$ cat config.mk
export PLATFORM = sky130hd
export DESIGN_NAME = fifo4_ctrl_flat
export DESIGN_NICKNAME = d
export VERILOG_FILES = /design/src/rtl/fifo4_ctrl_if.sv /design/src/rtl/fifo4_ctrl.sv /design/src/flat_wrapper.sv
export SDC_FILE = /design/constraint.sdc
export NUM_CORES = 1
export LEC_CHECK = 0
export ABC_AREA = 1
export ABC_CLOCK_PERIOD_IN_PS = 2800
export BUFFER_PORTS_ARGS = -buffer_cell sky130_fd_sc_hd__buf_4
export CORE_ASPECT_RATIO = 0.9
export CORE_MARGIN = 8
export CORE_UTILIZATION = 53
export CTS_BUF_LIST = sky130_fd_sc_hd__clkbuf_4 sky130_fd_sc_hd__clkbuf_8
export CTS_CLUSTER_DIAMETER = 120
export DETAILED_ROUTE_END_ITERATION = 10
export PLACE_DENSITY = 0.74
export SKIP_LAST_GASP = 1
export SYNTH_ARGS = -nofsm -noshare
export SYNTH_HDL_FRONTEND = slang
export SYNTH_SLANG_ARGS = --single-unit
$ cat constraint.sdc
create_clock -name clk -period 2.8 [get_ports clk]
set_input_delay 0.56 -clock clk [delete_from_list [all_inputs] [get_ports clk]]
set_output_delay 0.56 -clock clk [all_outputs]
set_load 0.02 [all_outputs]
$ cat src/rtl/fifo4_ctrl_if.sv
// fifo4_ctrl_if: handshake/data bundle for the 4-entry FIFO.
// overflow/underflow exist only when FIFO4_OVF_FLAGS_EN is defined.
interface fifo4_ctrl_if #(
  parameter int WIDTH = 8
);
  logic             wr_en;
  logic [WIDTH-1:0] din;
  logic             rd_en;
  logic [WIDTH-1:0] dout;
  logic             full;
  logic             empty;
  logic [2:0]       count;
`ifdef FIFO4_OVF_FLAGS_EN
  logic             overflow;
  logic             underflow;

  modport master (output wr_en, din, rd_en,
                  input  dout, full, empty, count, overflow, underflow);
  modport slave  (input  wr_en, din, rd_en,
                  output dout, full, empty, count, overflow, underflow);
`else
  modport master (output wr_en, din, rd_en,
                  input  dout, full, empty, count);
  modport slave  (input  wr_en, din, rd_en,
                  output dout, full, empty, count);
`endif
endinterface

$ cat src/rtl/fifo4_ctrl.sv
// fifo4_ctrl: 4-deep synchronous FIFO with wrap-bit pointers.
// Optional sticky overflow/underflow flags under macro FIFO4_OVF_FLAGS_EN.
// Reset is synchronous, active-low; the storage array is never reset.
module fifo4_ctrl #(
  parameter int WIDTH = 8
) (
  input  logic         clk,
  input  logic         rst_n,
  fifo4_ctrl_if.slave  bus
);

  logic [2:0]       wp_q, wp_d;
  logic [2:0]       rp_q, rp_d;
  logic [WIDTH-1:0] dout_q, dout_d;
  logic [WIDTH-1:0] mem_q [4];
  logic [WIDTH-1:0] mem_d [4];
  logic             full_w, empty_w;
  logic             wr_acc, rd_acc;

  // Status straight from registered pointers: address match plus wrap compare
  assign empty_w = (wp_q == rp_q);
  assign full_w  = (wp_q[1:0] == rp_q[1:0]) && (wp_q[2] != rp_q[2]);

  // Next-state: accept writes unless full, reads unless empty
  always_comb begin
    wr_acc = bus.wr_en && !full_w && rst_n;
    rd_acc = bus.rd_en && !empty_w;
    wp_d   = wp_q;
    rp_d   = rp_q;
    dout_d = dout_q;
    mem_d  = mem_q;
    if (wr_acc) begin
      mem_d[wp_q[1:0]] = bus.din;
      wp_d             = wp_q + 3'd1;
    end
    if (rd_acc) begin
      dout_d = mem_q[rp_q[1:0]];
      rp_d   = rp_q + 3'd1;
    end
  end

  // Pointer and read-data registers; reset wins over any request
  always_ff @(posedge clk) begin
    if (!rst_n) begin
      wp_q   <= 3'd0;
      rp_q   <= 3'd0;
      dout_q <= '0;
    end else begin
      wp_q   <= wp_d;
      rp_q   <= rp_d;
      dout_q <= dout_d;
    end
  end

  // Storage array, no reset (writes are gated off while rst_n is low)
  always_ff @(posedge clk) begin
    mem_q <= mem_d;
  end

  assign bus.dout  = dout_q;
  assign bus.full  = full_w;
  assign bus.empty = empty_w;
  assign bus.count = wp_q - rp_q;

`ifdef FIFO4_OVF_FLAGS_EN
  logic ovf_q, ovf_d;
  logic unf_q, unf_d;

  // Sticky error flags: set on a dropped request, cleared only by reset
  always_comb begin
    ovf_d = ovf_q | (bus.wr_en & full_w);
    unf_d = unf_q | (bus.rd_en & empty_w);
  end

  // Flag registers
  always_ff @(posedge clk) begin
    if (!rst_n) begin
      ovf_q <= 1'b0;
      unf_q <= 1'b0;
    end else begin
      ovf_q <= ovf_d;
      unf_q <= unf_d;
    end
  end

  assign bus.overflow  = ovf_q;
  assign bus.underflow = unf_q;
`endif

endmodule

$ cat src/flat_wrapper.sv
// flat-port wrapper written by rule: the top's interface ports become plain ports
module fifo4_ctrl_flat 
#(
  parameter int WIDTH = 8
)
  (clk, rst_n, bus_wr_en, bus_din, bus_rd_en, bus_dout, bus_full, bus_empty, bus_count);
  fifo4_ctrl_if #(.WIDTH(WIDTH)) bus_i ();
  input  logic clk;
  input  logic rst_n;
  input wire logic [$bits(bus_i.wr_en)-1:0] bus_wr_en;
  input wire logic [$bits(bus_i.din)-1:0] bus_din;
  input wire logic [$bits(bus_i.rd_en)-1:0] bus_rd_en;
  output wire logic [$bits(bus_i.dout)-1:0] bus_dout;
  output wire logic [$bits(bus_i.full)-1:0] bus_full;
  output wire logic [$bits(bus_i.empty)-1:0] bus_empty;
  output wire logic [$bits(bus_i.count)-1:0] bus_count;
  assign bus_i.wr_en = bus_wr_en;
  assign bus_i.din = bus_din;
  assign bus_i.rd_en = bus_rd_en;
  assign bus_dout = bus_i.dout;
  assign bus_full = bus_i.full;
  assign bus_empty = bus_i.empty;
  assign bus_count = bus_i.count;
  fifo4_ctrl #(.WIDTH(WIDTH)) u_core (.clk(clk), .rst_n(rst_n), .bus(bus_i));
endmodule
**Word level (Yosys, flattened, before mapping)**

Index checks and enable logic that the tools add are counted.

- Add/subtract/negate cells: 3
- Magnitude comparators: 3
- Equal/unequal tests: 3
- Multiplexer cells: 6
- Bitwise gates (word level): 2
- Reductions and logical operators: 7

Operators by type and width:

| cell | number |
|---|---|
| bitwise mux 32 bit | 1 |
| two-way mux 8 bit | 3 |
| binary-select mux 8 bit (select 2 bit) | 1 |
| demux 8 bit (select 2 bit) | 1 |
| adder 3 x 1 -> 3 bit, second input constant | 2 |
| >= comparator 3 bit, second input constant | 2 |
| NOT 2 -> 3 bit | 2 |
| logical AND 1 bit | 5 |
| == test 3 bit | 1 |
| < comparator 3 x 1 -> 1 bit, second input constant | 1 |
| subtractor 3 bit | 1 |
| == test 2 bit | 1 |
| zero test 1 bit | 2 |
| != test 1 bit | 1 |

- Register bits: 46
- Input port bits: 12
- Output and inout port bits: 13
- Logic and storage cells: 31

**Longest topological paths before layout**

- Depth after elaboration: 6
- Mapped depth: 10
- Depth with buffers taken out: 9

**Least setup slack after synthesis**

OpenSTA, ideal clock, no wires.

- Path type: flip-flop to flip-flop
- From: reg u_core.rp_q[1]
- To: reg u_core.mem_q[16] (netlist bit) (enable)
- Setup time: 371 ps
- Arrival: 1616 ps
- Data required time: 2429 ps
- Slack: 813 ps
- Stages on the path, launching flop included: 9
- Path buffers: 1
- Clock period less this slack: 1987 ps
- Cell sequence: dfxtp_1 > buf_4 > inv_2 > ha_1 > nand2_1 > inv_1 > nand3_1 > nand3_1 > nor2_1

- Longest elaborated chain between the ends: 5

Ends and longest elaborated chain:

| what | RTL line | RTL |
|---|---|---|
| start, declared | fifo4_ctrl.sv:13 | `logic [2:0] rp_q, rp_d;` |
| start signal, assigned | fifo4_ctrl.sv:50 | `rp_q <= rp_d;` |
| == test 2 bit | fifo4_ctrl.sv:22 | `assign full_w = (wp_q[1:0] == rp_q[1:0]) && (wp_q[2] != rp_q[2]);` |
| logical AND 1 bit | fifo4_ctrl.sv:22 |  |
| zero test 1 bit | fifo4_ctrl.sv:26 | `wr_acc = bus.wr_en && !full_w && rst_n;` |
| logical AND 1 bit (2 in a row) | fifo4_ctrl.sv:26 |  |
| end signal, assigned | fifo4_ctrl.sv:57 | `mem_q <= mem_d;` |
| end, declared | fifo4_ctrl.sv:15 | `logic [WIDTH-1:0] mem_q [4];` |

Every way passes these cells.
A chain may end at the register's enable or synchronous reset.

**Worst setup path after layout**

- From: reg u_core.rp_q[1]
- To: out bus_full

- Longest elaborated chain between the ends: 2

Ends and longest elaborated chain:

| what | RTL line | RTL |
|---|---|---|
| == test 2 bit | fifo4_ctrl.sv:22 |  |
| logical AND 1 bit | fifo4_ctrl.sv:22 |  |
| end, declared | flat_wrapper.sv:14 | `output wire logic [$bits(bus_i.full)-1:0] bus_full;` |

Every way passes these cells.

==> results by stage <==
Critical path:
- The endpoint of the lowest-slack register-to-register path is u_core.mem_q[10].
- The startpoint identified for the worst register-to-register timing path is u_core.rp_q[1].
- STA classifies the critical path startpoint as a flop.
- At the worst endpoint, the required time is 2240 ps.
- The number of buffers and inverters on the critical path is 5.
- The signal on the critical path passes through buf_4 > inv_2 > ha_1 > nand2_1 > inv_1 > nand3_1 > inv_1 > buf_4.
- STA classifies the critical path endpoint as an output pin.
- The worst setup path is of the reg -> out kind.
- The data arrival time of the critical path is 1760 ps.
- The cell class contributing the biggest share of worst-path delay is buffers and inverters.
- The biggest fanout along the worst timing path is 11.
- For flop-to-flop paths, the worst setup slack is 830 ps.
- The number of cells traversed by the worst register-to-register path is 9.
- The cell with the biggest individual delay on the critical path is sky130_fd_sc_hd__dfxtp_1.
- On the worst path, the slowest cell contributes a delay of 320 ps.

Floorplanning:
- In this run the vertical extent of the chip is 74.74 um.
- The die covers 6074 um^2.
- The starting density of the core is 54.85%.
- The number of top-level design ports is 25.
- The count of standard-cell rows is 21.
- The core area is 3705 um^2.
- The die is 81.27 um wide.

Synthesis:
- For this run, the number of Yosys warnings is 0.
- The netlist area before placement is 2032 um^2.
- The area share of the leading cell type in the synthesized netlist is 47.29%.
- The share of the Yosys chip area taken by registers is 61.08%.
- The mean instance size in the synthesized netlist is 9.769 um^2.
- In the synthesized netlist the async set-or-reset flop fraction comes to 0%.
- The top cell type by total area after synthesis is sky130_fd_sc_hd__edfxtp_1.
- The number of nets in the synthesized netlist is 228.
- Ranked by total cell area, the synthesized netlist is headed by sky130_fd_sc_hd__edfxtp_1 (47%), sky130_fd_sc_hd__dfxtp_1 (14%), sky130_fd_sc_hd__nor2_1 (10%).
- The post-synthesis cell count is 208.
- Ranked by instance count, the synthesized netlist is headed by sky130_fd_sc_hd__nor2_1 (56), sky130_fd_sc_hd__nand2_1 (33), sky130_fd_sc_hd__edfxtp_1 (32), sky130_fd_sc_hd__inv_1 (22), sky130_fd_sc_hd__dfxtp_1 (14).
- The leading register cell type out of synthesis is sky130_fd_sc_hd__edfxtp_1.
- The number of distinct standard cells referenced by the synthesized netlist is 22.
- Among all cell types in the netlist, the one instantiated most often is sky130_fd_sc_hd__nor2_1.
- The number of flip-flops and latches in the synthesized netlist is 46.
- Yosys mapped a number of flops with a built-in enable equal to 32.

Global routing:
- The pin count of the biggest net entering global routing is 20.
- Summed over all layers, the global routing overflow is 0.
- The wire length of the first global-routing pass is 6.216 mm.
- The number of antenna violations at the first check in global routing is 0.
- The via count of the first global-routing pass was 1346.
- For this run, the total global-route usage over all layers was measured as 13.30%.

Clocking:
- TritonCTS built the clock tree.
- The TritonCTS buffer count is 5.
- The CTS clock-pin slew for the worst setup and hold paths is 90 ps.
- The clock insertion delay at the later pin of the skew report is 300 ps.
- The number of setup buffers added after CTS is 0.
- The number of H-tree branching levels is 2.
- CTS saw 46 sinks.
- The cell sitting at the root of the clock tree is a sky130_fd_sc_hd__clkbuf_8.
- The maximum clock path buffer count is 2.
- The number of cells upsized or downsized after cts is 0.
- The hold buffer count at cts is 0.

Pwr:
- The leakage power figure is 1.016 nW.
- The total power density per cell area is 643.8 nW/um^2.
- IR analysis of the VDD net gives a maximum drop of 472.5 uV.

Final layout:
- In the final design database the tool counted 259 nets.
- The filler cells instantiated in the layout total 310.
- Relative to the synthesized area, the layout overhead comes to 16.07%.
- The number of antenna diodes is 0.
- The fraction of layout instances using a drive strength above 1 is 19.17%.
- The utilization after layout is 63.66%.
- The final cell area excluding filler cells is 2359 um^2.

Timing:
- The achievable clock frequency is 0.4312 GHz.
- Across the routed clock network, the largest skew measured is 9.657 ps.
- Counting I/O delays and the setup requirement, the final critical path takes 2319 ps.
- The worst-margin pin slew is 230.0 ps.
- Setup repair after global routing left no endpoint under its margin.
- The setup total negative slack is 0 ps.
- Dividing the final minimum period by the clock period gives 82.82%.
- The number of pins with negative max-slew slack in the final report is 0.
- In this run the tightest slew margin relative to its limit is 84.64%.
- The total count of hold-check failures in the final report is 0.
- Setup violations remaining at the end of the flow were counted as 0.

Route:
- The total wire length is 3.508 mm.
- For this run, the detailed router's first-pass iteration total came to 4.
- The count of unresolved DRC violations after routing is 0.
- The wire length per cell is 12.27 um.
- After the first detailed-routing iteration, the DRC count stood at 73.
- The final route contains 1340 vias.
- The number of routed nets with antenna violations is 0.
- Dividing the detail-routed via count by the number of cells gives 4.685.

Placement:
- The congestion estimate from routability-driven global placement came to 0.7831.
- The port buffer count is 24.
- Detailed placement finished with a half-perimeter wire length of 2.645 mm.
- In this run the cell area measured after placement is 2268 um^2.

Worst hold path:
- The endpoint with the worst hold slack is u_core.mem_q[21].
- The startpoint of the most critical hold path is bus_din[5].
- The number of stages on the worst hold path is 1.
- The worst hold path belongs to the class in -> reg.

Job:
- The number of maximum-capacitance constraint violations is 0.

Run status:
- The flow ran to the end, and the final reports show no timing, DRC or antenna violations.
per-stage QoR:
step / setup WS, ps / hold slack [ps] / total power [mW] / cells
finish: 480.9 / 459.6 / 1.518 / 286
global route: 333.8 / 454.4 / 1.609 / 286
CTS: 457.7 / 454.1 / 1.534 / 286
detailed placement: 809.6 / 505.6 / 1.139 / 278
global placement: 849.4 / 505.6 / 1.133 / 278
floorplan: 813.1 / 484.7 / 1.036 / 208
area by class of cell:
class                           count  area [um^2]  area share, %
Tap cell                           46        57.56          2.440
Sequential cell                    46         1241          52.63
Clock inverter                      3        21.27         0.9019
Timing Repair Buffer               30        225.2          9.549
Clock buffer                        5        68.82          2.918
Inverter                           24        90.09          3.820
Multi-Input combinational cell    132        654.4          27.75
cell usage in the layout (no fill, tap or decap), drive strengths merged:
master,instances
nor2,56
nand2,38
edfxtp,32
buf,30
inv,24
o21ai,17
dfxtp,14
ha,7
nand3,6
clkbuf,5
a21oi,4
xor2,2
clkinv,2
nand4,1
fa,1
clkinvlp,1
layer usage:
layer	vias up	global-route usage [%]	wire [um]
met1	582	19.01	1868
met4	0	4.752	41
met3	5	3.580	222
met2	29	18.80	1376
met5	-	0	0
li1	724	-	-
where the power goes:
part           switching [mW]  internal (mW)
Clock                   0.224          0.175
Sequential             0.0185          0.766
Combinational           0.205          0.129
sequential cells by signal, summed over array words and instances (netlist names):
name             flops
u_core.bus.dout      8
u_core.wp_q          3
u_core.rp_q          3
u_core.mem_q        32
kinds of logic after synthesis:
group	after synthesis	share of synthesized area, %
xor gates and xnor gates	2	0.8622
and+or+nand+nor	101	20.69
buffers and inverters	30	6.711
adders and majority gates	8	5.295
DFF	46	61.08
AOI/OAI and AO/OA	21	5.357
how the worst max path moves through the flow:
stage / from / to / slack (ps) / cells past startpoint
detailed placement: u_core.rp_q[1] / bus_full / 810 / 8
CTS: u_core.rp_q[1] / bus_full / 460 / 8
global placement: u_core.rp_q[1] / bus_full / 850 / 8
global route: u_core.rp_q[1] / bus_full / 330 / 8
finish: u_core.rp_q[1] / bus_full / 480 / 8
floorplan: u_core.rp_q[1] / u_core.mem_q[16] / 810 / 8
Note: power is estimated with default switching activity, not from simulation.
